## config.mk

```make
export PLATFORM = sky130hd
export DESIGN_NAME = button_conditioner
export DESIGN_NICKNAME = d
export VERILOG_FILES = /design/src/rtl/button_conditioner.sv
export SDC_FILE = /design/constraint.sdc
export NUM_CORES = 1
export LEC_CHECK = 0
export BUFFER_PORTS_ARGS = -buffer_cell sky130_fd_sc_hd__buf_2
export CAP_MARGIN = 20
export CORE_ASPECT_RATIO = 0.6
export CORE_MARGIN = 4
export CORE_UTILIZATION = 40
export DETAILED_ROUTE_END_ITERATION = 8
export GPL_TIMING_DRIVEN = 1
export SLEW_MARGIN = 20
export SYNTH_ARGS = -nofsm -noshare
export SYNTH_HDL_FRONTEND = slang
export SYNTH_SLANG_ARGS = --single-unit
```

## constraint.sdc

```tcl
create_clock -name CLK -period 4.5 [get_ports CLK]
set_clock_uncertainty 0.2 [all_clocks]
set_input_delay 0 -clock CLK [delete_from_list [all_inputs] [get_ports CLK]]
set_output_delay 0 -clock CLK [all_outputs]
set_load 0.05 [all_outputs]
```

## src/rtl/button_conditioner.sv

```systemverilog
// Turns one raw push-button into a debounced LEVEL and single-cycle PRESS/RELEASE/HOLD/REPEAT pulses.
// BTN to LEVEL/PRESS takes DEBOUNCE_CYCLES+2 edges; nothing here can be stalled, and pulses are never acknowledged.
module button_conditioner #(
    parameter int unsigned DEBOUNCE_CYCLES = 1_000_000,
    parameter int unsigned LONG_CYCLES     = 100_000_000,
    parameter int unsigned REPEAT_CYCLES   = 25_000_000
) (
    input  logic CLK,
    input  logic RST,
    input  logic BTN,
    output logic LEVEL,
    output logic PRESS,
    output logic RELEASE,
    output logic HOLD,
    output logic REPEAT
);

    localparam int unsigned DW = (DEBOUNCE_CYCLES > 1) ? $clog2(DEBOUNCE_CYCLES) : 1;
    localparam int unsigned HW = (LONG_CYCLES > 1) ? $clog2(LONG_CYCLES) : 1;
    localparam int unsigned RW = (REPEAT_CYCLES > 1) ? $clog2(REPEAT_CYCLES) : 1;

    localparam logic [DW-1:0] D_LAST = DW'(DEBOUNCE_CYCLES - 1);
    localparam logic [HW-1:0] H_LAST = HW'(LONG_CYCLES - 1);
    localparam logic [RW-1:0] R_LAST = RW'(REPEAT_CYCLES - 1);

    typedef enum logic [1:0] {
        ST_IDLE    = 2'd0,
        ST_PRESSED = 2'd1,
        ST_HELD    = 2'd2
    } state_t;

    logic          s1_q, s1_d;
    logic          s2_q, s2_d;
    logic          level_q, level_d;
    logic [DW-1:0] dcnt_q, dcnt_d;
    logic [HW-1:0] hcnt_q, hcnt_d;
    logic [RW-1:0] rcnt_q, rcnt_d;
    state_t        state_q, state_d;
    logic          press_q, press_d;
    logic          release_q, release_d;
    logic          hold_q, hold_d;
    logic          repeat_q, repeat_d;

    logic level_rise;
    logic level_fall;

    always_comb begin
        s1_d    = BTN;
        s2_d    = s1_q;
        level_d = level_q;
        dcnt_d  = '0;
        if (s2_q != level_q) begin
            if (dcnt_q == D_LAST) begin
                level_d = s2_q;
            end else begin
                dcnt_d = dcnt_q + 1'b1;
            end
        end
    end

    // The FSM reacts to the LEVEL value being registered this edge, so PRESS/RELEASE line up with LEVEL.
    assign level_rise = level_d & ~level_q;
    assign level_fall = ~level_d & level_q;

    always_comb begin
        state_d   = state_q;
        hcnt_d    = hcnt_q;
        rcnt_d    = rcnt_q;
        press_d   = 1'b0;
        release_d = 1'b0;
        hold_d    = 1'b0;
        repeat_d  = 1'b0;
        if (level_fall) begin
            // A release wins over a HOLD/REPEAT threshold landing on the same edge.
            state_d   = ST_IDLE;
            release_d = 1'b1;
            hcnt_d    = '0;
            rcnt_d    = '0;
        end else begin
            case (state_q)
                ST_IDLE: begin
                    if (level_rise) begin
                        state_d = ST_PRESSED;
                        press_d = 1'b1;
                        hcnt_d  = '0;
                    end
                end
                ST_PRESSED: begin
                    hcnt_d = hcnt_q + 1'b1;
                    if (hcnt_q == H_LAST) begin
                        state_d = ST_HELD;
                        hold_d  = 1'b1;
                        rcnt_d  = '0;
                    end
                end
                ST_HELD: begin
                    if (rcnt_q == R_LAST) begin
                        repeat_d = 1'b1;
                        rcnt_d   = '0;
                    end else begin
                        rcnt_d = rcnt_q + 1'b1;
                    end
                end
                default: begin
                    state_d = ST_IDLE;
                end
            endcase
        end
    end

    always_ff @(posedge CLK) begin
        if (RST) begin
            s1_q      <= 1'b0;
            s2_q      <= 1'b0;
            level_q   <= 1'b0;
            dcnt_q    <= '0;
            hcnt_q    <= '0;
            rcnt_q    <= '0;
            state_q   <= ST_IDLE;
            press_q   <= 1'b0;
            release_q <= 1'b0;
            hold_q    <= 1'b0;
            repeat_q  <= 1'b0;
        end else begin
            s1_q      <= s1_d;
            s2_q      <= s2_d;
            level_q   <= level_d;
            dcnt_q    <= dcnt_d;
            hcnt_q    <= hcnt_d;
            rcnt_q    <= rcnt_d;
            state_q   <= state_d;
            press_q   <= press_d;
            release_q <= release_d;
            hold_q    <= hold_d;
            repeat_q  <= repeat_d;
        end
    end

    assign LEVEL   = level_q;
    assign PRESS   = press_q;
    assign RELEASE = release_q;
    assign HOLD    = hold_q;
    assign REPEAT  = repeat_q;

endmodule

```

# Word level (Yosys, flattened, before mapping)
# Cells that the tools add are included.
# totals
wordCells,55
memories,0
out_inout_bits,5
register_bits,81
mem_bits_ro,0
latch_bits,0
mem_bits_rw,0
# op_classes
n_lt_le_gt_ge,0
n_reduce_logical,11
addsub,3
mul,0
n_div,0
bitwise,8
eq_ne,8
mux,14
n_shift,0
# op_table
operator,n
$pmux 27 s2,1
$mux 25,2
$pmux 25 s2,1
$add 27x1->27 const B,1
$eq 27x27->1 const B,1
$mux 27,1
$add 25x1->25 const B,1
$eq 25x25->1 const B,1
$add 20x1->20 const B,1
$eq 20x20->1 const B,1
$reduce_or 3->1,4
$mux 1,6
$not 1->1,6
$pmux 2 s3,1
$mux 2,2
$ne 2x2->1 const B,2
$reduce_and 2->1,2
$reduce_bool 2->1,2
$reduce_and 3->1,1
$and 1x1->1,2
$eq 2x1->1 const B,1
$eq 2x2->1 const B,1
$logic_not 2->1,1
$reduce_or 2->1,1
$ne 1x1->1,1

# Logic depth before layout (Yosys ltp)
# Gate-level depths: netlist of run 1.
# depth
word_depth,6
mapped_depth,9

# Worst setup path after synthesis of run 1
# Ideal clock, no wire load.
# synth_timing
path_kind,reg-to-reg
startpoint,register dcnt_q[0]
endpoint,register hcnt_q[16]
setup_ns,0.119
n_path_buf,3
slack_ns,1.926
synth_period_minus_slack_ns,2.574
stages_incl_launch_ff,10
t_arrival_ns,2.255
cell_sequence,dfxtp_1 ha_1 nand2_1 or4_1 buf_2 or3_4 buf_6 buf_2 o31a_1 o221a_2
# synth_between
elab_chain_len,6
elab_cells_between_ends,9
cone_classes,eq/ne: 2; mux: 2; bitwise: 3; reduce/logical: 2
# synth_rtl
item,line,source
from (decl),35,"logic [DW-1:0] dcnt_q, dcnt_d;"
from (signal assigned),128,dcnt_q <= dcnt_d;
$eq 20x20->1 *,53,if (dcnt_q == D_LAST) begin
$mux 1 *,53,
$mux 1 *,52,if (s2_q != level_q) begin
$and 1x1->1 or $not 1->1 (tied branches),"62, 63",
$ne 2x2->1 (no line) or $and 1x1->1 (tied branches),n/a,
$reduce_and 2->1 (no line) or $reduce_or 2->1 (tied branches),n/a,
to (signal assigned),129,hcnt_q <= hcnt_d;
to (decl),36,"logic [HW-1:0] hcnt_q, hcnt_d;"
# Mark *: on every way between the ends. The rest lies on a longest branch, timed or not.
# A chain may end at the register's enable or synchronous reset.

# Worst setup path in the final report of run 1
# layout_timing
startpoint,register rcnt_q[0]
endpoint,register rcnt_q[16]
# layout_between
elab_chain_len,3
elab_cells_between_ends,4
cone_classes,add/sub: 1; eq/ne: 1; mux: 2
# layout_rtl
item,line,source
from (decl),37,"logic [RW-1:0] rcnt_q, rcnt_d;"
from (signal assigned),130,rcnt_q <= rcnt_d;
$add 25x1->25 or $eq 25x25->1 (tied branches),"101, 97",
$mux 25 *,97,if (rcnt_q == R_LAST) begin
$pmux 25 s2 *,80,case (state_q)
# Marks and branches as above.

==> results of run 1 <==
## area by class of cell
cell class,count,area share [%]
multi-input cells,376,50.64
flip-flops and latches,81,36.12
clock buffers,11,5.184
well taps,135,3.763
repair buffers,13,1.951
clock inverters,3,1.505
inverters,10,0.8361
## kinds of logic (layout without fill, tap and decap cells)
| group | count (synthesis) | count (layout) | synth area share (%) |
|---|---|---|---|
| fa+ha+maj | 3 | 3 | 0.9324 |
| simple gates | 251 | 251 | 32.78 |
| compound gates | 98 | 98 | 17.09 |
| buf+inv | 37 | 37 | 3.698 |
| xor+xnor | 24 | 24 | 5.221 |
| flops | 81 | 81 | 40.27 |
## synthesized netlist by cell type, types with 5 or more instances
cell and n:
sky130_fd_sc_hd__xnor2_1 17, sky130_fd_sc_hd__a311oi_1 10, sky130_fd_sc_hd__nand4_1 12, sky130_fd_sc_hd__o21ai_0 11, sky130_fd_sc_hd__nor2b_1 5, sky130_fd_sc_hd__dfxtp_1 81, sky130_fd_sc_hd__nand2b_1 8, sky130_fd_sc_hd__and3_1 10
sky130_fd_sc_hd__or3_1 9, sky130_fd_sc_hd__and4_1 8, sky130_fd_sc_hd__o211ai_1 6, sky130_fd_sc_hd__inv_1 10, sky130_fd_sc_hd__nand3_1 60, sky130_fd_sc_hd__or2_2 6, sky130_fd_sc_hd__nor3_1 9, sky130_fd_sc_hd__nand2_1 44
sky130_fd_sc_hd__a21oi_1 30, sky130_fd_sc_hd__nor2_1 50, sky130_fd_sc_hd__clkbuf_1 23, sky130_fd_sc_hd__xor2_1 7, sky130_fd_sc_hd__nor4_1 7, sky130_fd_sc_hd__a31oi_1 15
## metrics by stage
step	hold WS (ns)	std cells	cell area [µm²]
2_1_floorplan	-0.1309	494	4026
3_3_place_gp	0.02172	612	4159
3_5_place_dp	0.01742	612	4159
4_1_cts	0.2389	629	4489
5_1_grt	0.2640	629	4489
6_report	0.2358	629	4489
## state kept, by name (all words and copies together), names as in the netlist
register,flops
s2_q,1
RELEASE,1
PRESS,1
s1_q,1
HOLD,1
hcnt_q,27
LEVEL,1
dcnt_q,20
REPEAT,1
rcnt_q,25
state_q,2
## worst register-to-register path: cells and delay by family, from the launching register on
family	cells	cell delay, ns
compound gates	2	0.88
simple gates	3	0.80
buf+inv	1	0.37
flops	1	0.35
fa+ha+maj	1	0.25
## power by group through the flow
stage | Combinational, mW | Clock, mW | Sequential (mW)
after floorplan | 0.0104 | 0 | 0.734
after global placement | 0.0165 | 0 | 0.734
after detailed placement | 0.0169 | 0 | 0.734
after CTS | 0.0188 | 0.775 | 0.718
after global routing | 0.0204 | 0.804 | 0.718
final | 0.0186 | 0.754 | 0.719
## path summary, 6_finish.rpt
| path | startpoint | end | slack (ns) | cells after the start |
|---|---|---|---|---|
| max reg2reg | rcnt_q[0] | rcnt_q[16] | 1.59 | 7 |
| min reg2reg | s1_q | s2_q | 0.24 | 1 |
| min | s1_q | s2_q | 0.24 | 1 |
| max | rcnt_q[0] | rcnt_q[16] | 1.59 | 7 |
## per-layer routing
metal  share of wire, %  track usage (%)  vias up
li1                   -                -     1812
met1                 55            25.24     1654
met2                 40            23.45       71
met3                4.4            4.455        9
met4               0.76            4.257        0
met5                  0                0        -
## timing repair
item,CTS,global route
gates resized for setup,0,0
hold buffers,3,0
hold endpoints to repair,6,0
buffers inserted,0,0
==> run_results.csv, run 1 <==
group,metric,value,unit
logic_synthesis,top_area_cell_type_share_of_the_netlist_area,40.27,%
die,initial_utilization,40.90,%
logic_synthesis,ys_warn_count,0,
clock_network,cts.htree.levels,3,
sta,hold_violations,0,
sta,postLayoutSetupSlackWorst,1.592,ns
sta,worst-slew-pin-transition,1.027,ns
global_routing,combined_global_route_utilization_of_all_metal_layers,16.74,%
clock_network,cts.reportedPaths.clkPinSlew,0.06,ns
sta,setup_tns,0,ns
logic_synthesis,netlist-cell-type-count,54,
die,coreArea,9844,µm²
global_routing,pin_count_of_the_biggest_net_entering_global_routing,43,
logic_synthesis,synth_cells,494,
drt,route.detailed.wl_per_inst,14.71,µm
global_routing,grt_pass1_wl,16.00,mm
final_layout,design.final.nets,497,
logic_synthesis,synthesis.area,4026,µm²
logic_synthesis,synthesis.nets,500,
final_layout,postLayoutCoreUtil,45.60,%
logic_synthesis,number_of_synthesized_flops_with_an_enable_pin,0,
sta,fmax,0.3439,GHz
final_layout,syn_to_final_growth,11.50,%
worst_setup_path,crit_arrival,2.96,ns
worst_setup_path,worst_setup_path_end_kind,"register",
global_routing,antenna_found_initial,0,
worst_setup_path,critPathTopFamily,"compound AO/OA/AOI/OAI gates",
drt,drt_first_pass_iters,4,
logic_synthesis,synth_top_cell_by_area,"sky130_fd_sc_hd__dfxtp_1",
worst_setup_path,crit_path_top_delay_cell,"sky130_fd_sc_hd__a21oi_2",
drt,antenna_left,0,
clock_network,tritoncts.num_buffers,9,
worst_setup_path,count_of_buffer_and_inverter_cells_on_the_critical_path,1,
worst_setup_path,crit_chain,"ha_1 -> nand3_1 -> nor4b_1 -> a21oi_2 -> buf_4 -> or3b_2 -> a31oi_1",
worst_setup_path,cp.required,4.55,ns
worst_setup_path,start_kind,"register",
die,die-width,137.5,µm
sta,slew_headroom,30.91,%
final_layout,multi_input_comb_area,2273,µm²
flow_run,drv_cap,0,
final_layout,seqCellArea,1622,µm²
die,die_height,85.72,µm
clock_network,numClockSinks,81,
logic_synthesis,post_synth.cell_area_avg,8.151,µm²
sta,post-route-min-period,2.908,ns
final_layout,mostFrequentLayoutCells,"81 x sky130_fd_sc_hd__dfxtp_1, 60 x sky130_fd_sc_hd__nand3_1, 50 x sky130_fd_sc_hd__nor2_1, 44 x sky130_fd_sc_hd__nand2_1, 29 x sky130_fd_sc_hd__a21oi_1",
placement,pre_cts_slack,1.638,ns
worst_setup_path,path_class,"register to register",
drt,drt_wl_total,9.250,mm
power_and_ir_drop,peakVddDrop,0.2078,mV
clock_network,ctsRootBufferMaster,"sky130_fd_sc_hd__clkbuf_16",
power_and_ir_drop,power.share.sequential,48.2,%
status,outcome,"finished clean",
power_and_ir_drop,totalPowerFinal,1.491,mW
final_layout,num-fill-cells,935,
final_layout,n_antenna_cell,0,
drt,num_vias,3546,
power_and_ir_drop,combPwrFrac,1.3,%
sta,slew_violations,0,
power_and_ir_drop,leakage,1.305,nW
clock_network,worstSkewPairLatency,0.33,ns
logic_synthesis,synth.top_cells.by_area,"sky130_fd_sc_hd__dfxtp_1 40%, sky130_fd_sc_hd__nand3_1 7.5%, sky130_fd_sc_hd__nor2_1 4.7%",
drt,drcViolationCount,0,
sta,period_share,64.62,%
worst_setup_path,cp_max_fo,23,
logic_synthesis,synth_flop_cell,"sky130_fd_sc_hd__dfxtp_1",
clock_network,clock_path_buffers,2,
worst_setup_path,crit_path_max_incr_delay,0.72,ns
die,io_pins,8,
clock_network,tritoncts,"done",
min_path,min_path_type,"register to register",
drt,vias_per_cell,5.638,
logic_synthesis,yosysSeqAreaShare,40.27,%
die,die_area,11790,µm²
logic_synthesis,ys_seq_elements,81,
logic_synthesis,ys_async_rst_share,0,%
placement,routabilityCongestion,0.8014,
power_and_ir_drop,p_per_area,332.2,nW/µm²
power_and_ir_drop,clockPowerShare,50.6,%
sta,final_setup_violation_count,0,
global_routing,globalRoute.totalOverflow,0,
drt,dr.first_iter.drc_count,245,
final_layout,post_route_cells_drive_above_1_share,7.895,%
die,num_rows,28,
global_routing,grt_pass1_vias,3295,
power_and_ir_drop,netSwitchingPower,0.2875,mW
placement,io_buffers,7,
power_and_ir_drop,p_int,1.204,mW
final_layout,mostFrequentLayoutCell,"sky130_fd_sc_hd__dfxtp_1",
sta,grt_setup_unrepaired,"no",
power_and_ir_drop,swShare,19.28,%
placement,dp_hpwl,6.252,mm
Note: power is estimated with default switching activity, not from simulation.
==> run 2, diff against run 1 <==
Clock period 4.5 ns to 2.9 ns, I/O delays scaled along.
==> run_results.csv, run 2 (synthesized netlist as in run 1, its figures left out) <==
group,metric,value,unit
final_layout,mostFrequentLayoutCell,"sky130_fd_sc_hd__dfxtp_1",
power_and_ir_drop,p_per_area,484.3,nW/µm²
clock_network,tritoncts.num_buffers,9,
drt,dr.first_iter.drc_count,305,
drt,vias_per_cell,5.717,
die,coreArea,9844,µm²
final_layout,design.final.nets,509,
final_layout,num-fill-cells,955,
worst_setup_path,cp_max_fo,25,
clock_network,tritoncts,"done",
sta,hold_violations,0,
final_layout,largestRegisters,"hcnt_q (27), rcnt_q (25), dcnt_q (20)",
clock_network,ctsRootBufferMaster,"sky130_fd_sc_hd__clkbuf_16",
min_path,min_path_type,"register to register",
sta,period_share,93.38,%
worst_setup_path,cp.required,2.98,ns
worst_setup_path,path_class,"register to register",
sta,slew_violations,0,
global_routing,combined_global_route_utilization_of_all_metal_layers,16.93,%
power_and_ir_drop,leakage,1.356,nW
sta,setup_tns,0,ns
sta,fmax,0.3693,GHz
drt,drcViolationCount,0,
sta,worst-slew-pin-transition,0.8370,ns
die,num_rows,28,
final_layout,registers.top_by_ff_count,"hcnt_q",
drt,route.detailed.wl_per_inst,14.54,µm
clock_network,worstSkewPairLatency,0.34,ns
final_layout,largest_reg_flops,27,
drt,num_vias,3676,
final_layout,mostFrequentLayoutCells,"81 x sky130_fd_sc_hd__dfxtp_1, 60 x sky130_fd_sc_hd__nand3_1, 50 x sky130_fd_sc_hd__nor2_1, 44 x sky130_fd_sc_hd__nand2_1, 29 x sky130_fd_sc_hd__a21oi_1",
clock_network,numClockSinks,81,
global_routing,grt_pass1_wl,16.24,mm
final_layout,multi_input_comb_area,2273,µm²
drt,antenna_left,0,
final_layout,n_antenna_cell,0,
die,initial_utilization,40.90,%
final_layout,seqCellArea,1622,µm²
die,die_area,11790,µm²
worst_setup_path,worst_setup_path_end_kind,"register",
global_routing,grt_pass1_vias,3326,
status,outcome,"finished clean",
sta,post-route-min-period,2.708,ns
worst_setup_path,start_kind,"register",
power_and_ir_drop,totalPowerFinal,2.214,mW
sta,slew_headroom,44.20,%
drt,drt_wl_total,9.348,mm
global_routing,antenna_found_initial,0,
die,die-width,137.5,µm
drt,drt_first_pass_iters,5,
worst_setup_path,crit_arrival,2.79,ns
placement,io_buffers,7,
sta,grt_setup_unrepaired,"no",
global_routing,globalRoute.totalOverflow,0,
final_layout,syn_to_final_growth,13.52,%
clock_network,post-cts-setup-buffer-count,0,
die,io_pins,8,
clock_network,clock_path_buffers,2,
final_layout,post_route_cells_drive_above_1_share,10.63,%
placement,dp_hpwl,6.233,mm
power_and_ir_drop,peakVddDrop,0.2830,mV
die,die_height,85.72,µm
global_routing,pin_count_of_the_biggest_net_entering_global_routing,43,
clock_network,cts.reportedPaths.clkPinSlew,0.06,ns
flow_run,drv_cap,0,
clock_network,cts.htree.levels,3,
placement,routabilityCongestion,0.8158,
sta,final_setup_violation_count,0,
clock_network,post_cts.resized_instances,0,
[run 2: cell types whose count changed in the layout (fill, tap and decap cells not counted), sizes merged]
cell / before / now
buf: 10 / 22
bufinv: 2 / 0
clkinv: 0 / 1
inv: 10 / 13
clkbuf: 11 / 10
clkinvlp: 1 / 2
[run 2: worst max-delay path, cell delays in order, from the launching register on]
cell	delay, ns
sky130_fd_sc_hd__dfxtp_1	0.35
sky130_fd_sc_hd__ha_1	0.28
sky130_fd_sc_hd__nand2_1	0.08
sky130_fd_sc_hd__or4_1	0.54
sky130_fd_sc_hd__or3_4	0.56
sky130_fd_sc_hd__a2111oi_2	0.42
sky130_fd_sc_hd__o221a_1	0.23
[run 2: power breakdown]
group / switching, mW / internal [mW] / total (mW)
Sequential: 0.000847 / 1.11 / 1.11
Combinational: 0.0202 / 0.0110 / 0.0312
Clock: 0.477 / 0.590 / 1.07
[run 2: what timing repair did]
item                       CTS  global route
hold endpoints to repair     6             0
setup endpoints to repair    0             0
hold buffers                 3             0
[run 2: cell type report]
| class | count | area share [%] |
|---|---|---|
| Multi-Input combinational cell | 376 | 49.74 |
| Sequential cell | 81 | 35.48 |
| Tap cell | 135 | 3.696 |
| Timing Repair Buffer | 25 | 4.161 |
| Clock inverter | 6 | 1.095 |
| Inverter | 10 | 0.8212 |
| Clock buffer | 10 | 5.010 |
[run 2: through the flow]
step                      hold slack, ns  std cells  setup slack [ns]  instance area (µm²)  util (%)
final                             0.2347        643            0.1919                 4571     46.43
after floorplan                  -0.1309        494            0.3258                 4026         -
after global placement           0.01118        624            0.2789                 4262     43.29
after detailed placement         0.02652        624            0.1932                 4262     43.29
after global routing              0.2614        643           0.05928                 4571     46.43
after CTS                         0.2401        643            0.1781                 4571     46.43
[run 2: worst paths after layout]
kind | start | endpoint | slack, ns | cells after the start
hold / removal | s1_q | s2_q | 0.23 | 1
hold reg to reg | s1_q | s2_q | 0.23 | 1
setup reg to reg | dcnt_q[0] | hcnt_q[13] | 0.19 | 6
setup / recovery | dcnt_q[0] | hcnt_q[13] | 0.19 | 6
[run 2: routing by layer]
| metal | track usage (%) | vias to the layer above | part of all wire [%] |
|---|---|---|---|
| li1 | - | 1834 | - |
| met4 | 4.801 | 0 | 1.1 |
| met2 | 23.19 | 87 | 40 |
| met1 | 25.95 | 1744 | 54 |
| met5 | 0 | - | 0 |
| met3 | 4.220 | 11 | 4.8 |
==> run 3, diff against run 2 <==
Settings changed: BUFFER_PORTS_ARGS -buffer_cell sky130_fd_sc_hd__buf_2 to default, DONT_BUFFER_PORTS from default to 1.
==> run_results.csv, run 3 (synthesized netlist as in run 1, its figures left out) <==
group,metric,value,unit
clock_network,cts.reportedPaths.clkPinSlew,0.07,ns
power_and_ir_drop,p_per_area,506.5,nW/µm²
worst_setup_path,count_of_buffer_and_inverter_cells_on_the_critical_path,0,
drt,drcViolationCount,0,
sta,period_share,92.91,%
sta,postLayoutSetupSlackWorst,0.2055,ns
clock_network,clock_path_buffers,2,
drt,drt_wl_total,9.488,mm
sta,setup_tns,0,ns
drt,drt_first_pass_iters,6,
sta,fmax,0.3711,GHz
clock_network,post_cts.resized_instances,0,
drt,antenna_left,0,
final_layout,registers.top_by_ff_count,"hcnt_q",
global_routing,antenna_found_initial,0,
drt,highest_layer,"met4",
clock_network,numClockSinks,81,
global_routing,combined_global_route_utilization_of_all_metal_layers,17.22,%
die,coreArea,9844,µm²
worst_setup_path,worst_setup_path_end_kind,"register",
clock_network,tritoncts.num_buffers,9,
sta,post-route-min-period,2.694,ns
worst_setup_path,cp_max_fo,25,
clock_network,hold_bufs_inserted_after_cts,2,
final_layout,mostFrequentLayoutCells,"81 x sky130_fd_sc_hd__dfxtp_1, 60 x sky130_fd_sc_hd__nand3_1, 50 x sky130_fd_sc_hd__nor2_1, 44 x sky130_fd_sc_hd__nand2_1, 29 x sky130_fd_sc_hd__a21oi_1",
drt,num_vias,3657,
clock_network,post-cts-setup-buffer-count,0,
placement,pre_cts_slack,0.2047,ns
clock_network,ctsRootBufferMaster,"sky130_fd_sc_hd__clkbuf_16",
drt,vias_per_cell,5.768,
min_path,min_path_type,"input port to register",
clock_network,worstSkewPairLatency,0.34,ns
die,initial_utilization,40.90,%
worst_setup_path,cp.required,2.98,ns
drt,met1_wire_length,4.956,mm
clock_network,tritoncts,"done",
worst_setup_path,crit_arrival,2.77,ns
worst_setup_path,critPathTopFamily,"simple AND/OR/NAND/NOR gates",
final_layout,mostFrequentLayoutCell,"sky130_fd_sc_hd__dfxtp_1",
final_layout,num-fill-cells,984,
die,io_pins,8,
die,die_height,85.72,µm
worst_setup_path,path_class,"register to register",
worst_setup_path,crit_path_max_incr_delay,0.56,ns
status,outcome,"finished clean",
flow_run,drv_cap,0,
final_layout,post_route_cells_drive_above_1_share,9.419,%
final_layout,largestRegisters,"hcnt_q (27), rcnt_q (25), dcnt_q (20)",
worst_setup_path,crit_chain,"ha_1 -> nand2_1 -> or4_1 -> or3_4 -> a2111oi_2 -> o221a_1",
final_layout,n_antenna_cell,0,
global_routing,grt_pass1_wl,16.24,mm
die,num_rows,28,
drt,met3RoutedLength,549,µm
placement,routabilityCongestion,0.8252,
global_routing,pin_count_of_the_biggest_net_entering_global_routing,43,
worst_setup_path,crit_path_top_delay_cell,"sky130_fd_sc_hd__or3_4",
global_routing,globalRoute.totalOverflow,0,
sta,hold_violations,0,
sta,slew_headroom,44.43,%
clock_network,cts.htree.levels,3,
drt,detailroute.wirelength.met2,3.871,mm
sta,grt_setup_unrepaired,"no",
drt,dr.first_iter.drc_count,357,
worst_setup_path,start_kind,"register",
power_and_ir_drop,leakage,1.324,nW
final_layout,design.final.nets,500,
final_layout,largest_reg_flops,27,
placement,dp_hpwl,6.422,mm
sta,final.hold.worst_slack,0.1398,ns
die,die-width,137.5,µm
drt,route.detailed.wl_per_inst,14.97,µm
sta,worst-slew-pin-transition,0.8336,ns
power_and_ir_drop,peakVddDrop,0.3070,mV
global_routing,grt_pass1_vias,3288,
power_and_ir_drop,totalPowerFinal,2.308,mW
placement,io_buffers,0,
sta,final_setup_violation_count,0,
sta,slew_violations,0,
final_layout,syn_to_final_growth,13.18,%
die,die_area,11790,µm²
## run 3: metal layers
metal / vias up / global-route usage (%)
li1: 1819 / -
met1: 1729 / 26.10
met2: 95 / 23.58
met3: 14 / 4.807
met4: 0 / 4.801
met5: - / 0
## run 3: worst paths after layout
check	start	end	slack, ns	depth (start not counted)
setup reg to reg	dcnt_q[0]	hcnt_q[13]	0.21	6
hold / removal	BTN	s1_q	0.14	2
setup / recovery	dcnt_q[0]	hcnt_q[13]	0.21	6
hold reg to reg	s1_q	s2_q	0.25	1
## run 3: report_power, final
group / total, mW / switching (mW) / internal (mW) / leakage (nW)
Sequential: 1.11 / 0.000790 / 1.11 / 0.653
Clock: 1.16 / 0.472 / 0.692 / 0.141
Combinational: 0.0289 / 0.0197 / 0.00921 / 0.531
Total: 2.31 / 0.493 / 1.82 / 1.32
## run 3: layout make-up
class | count | area (µm²) | area share, %
clock buffer | 10 | 239.0 | 5.244
timing repair buffer | 16 | 150.1 | 3.295
multi-input combinational | 376 | 2273 | 49.89
clock inverter | 6 | 66.31 | 1.455
tap | 135 | 168.9 | 3.707
sequential | 81 | 1622 | 35.58
inverter | 10 | 37.54 | 0.8237
## run 3: through the flow
step,cells,cell area [µm²],util [%]
finish,634,4557,46.29
global route,634,4557,46.29
CTS,634,4557,46.29
detailed placement,616,4232,42.98
global placement,616,4232,42.98
floorplan,494,4026,-
## run 3: worst register-to-register path: stages (launching register included)
cell	delay (ns)
sky130_fd_sc_hd__dfxtp_1	0.36
sky130_fd_sc_hd__ha_1	0.27
sky130_fd_sc_hd__nand2_1	0.08
sky130_fd_sc_hd__or4_1	0.54
sky130_fd_sc_hd__or3_4	0.56
sky130_fd_sc_hd__a2111oi_2	0.41
sky130_fd_sc_hd__o221a_1	0.23
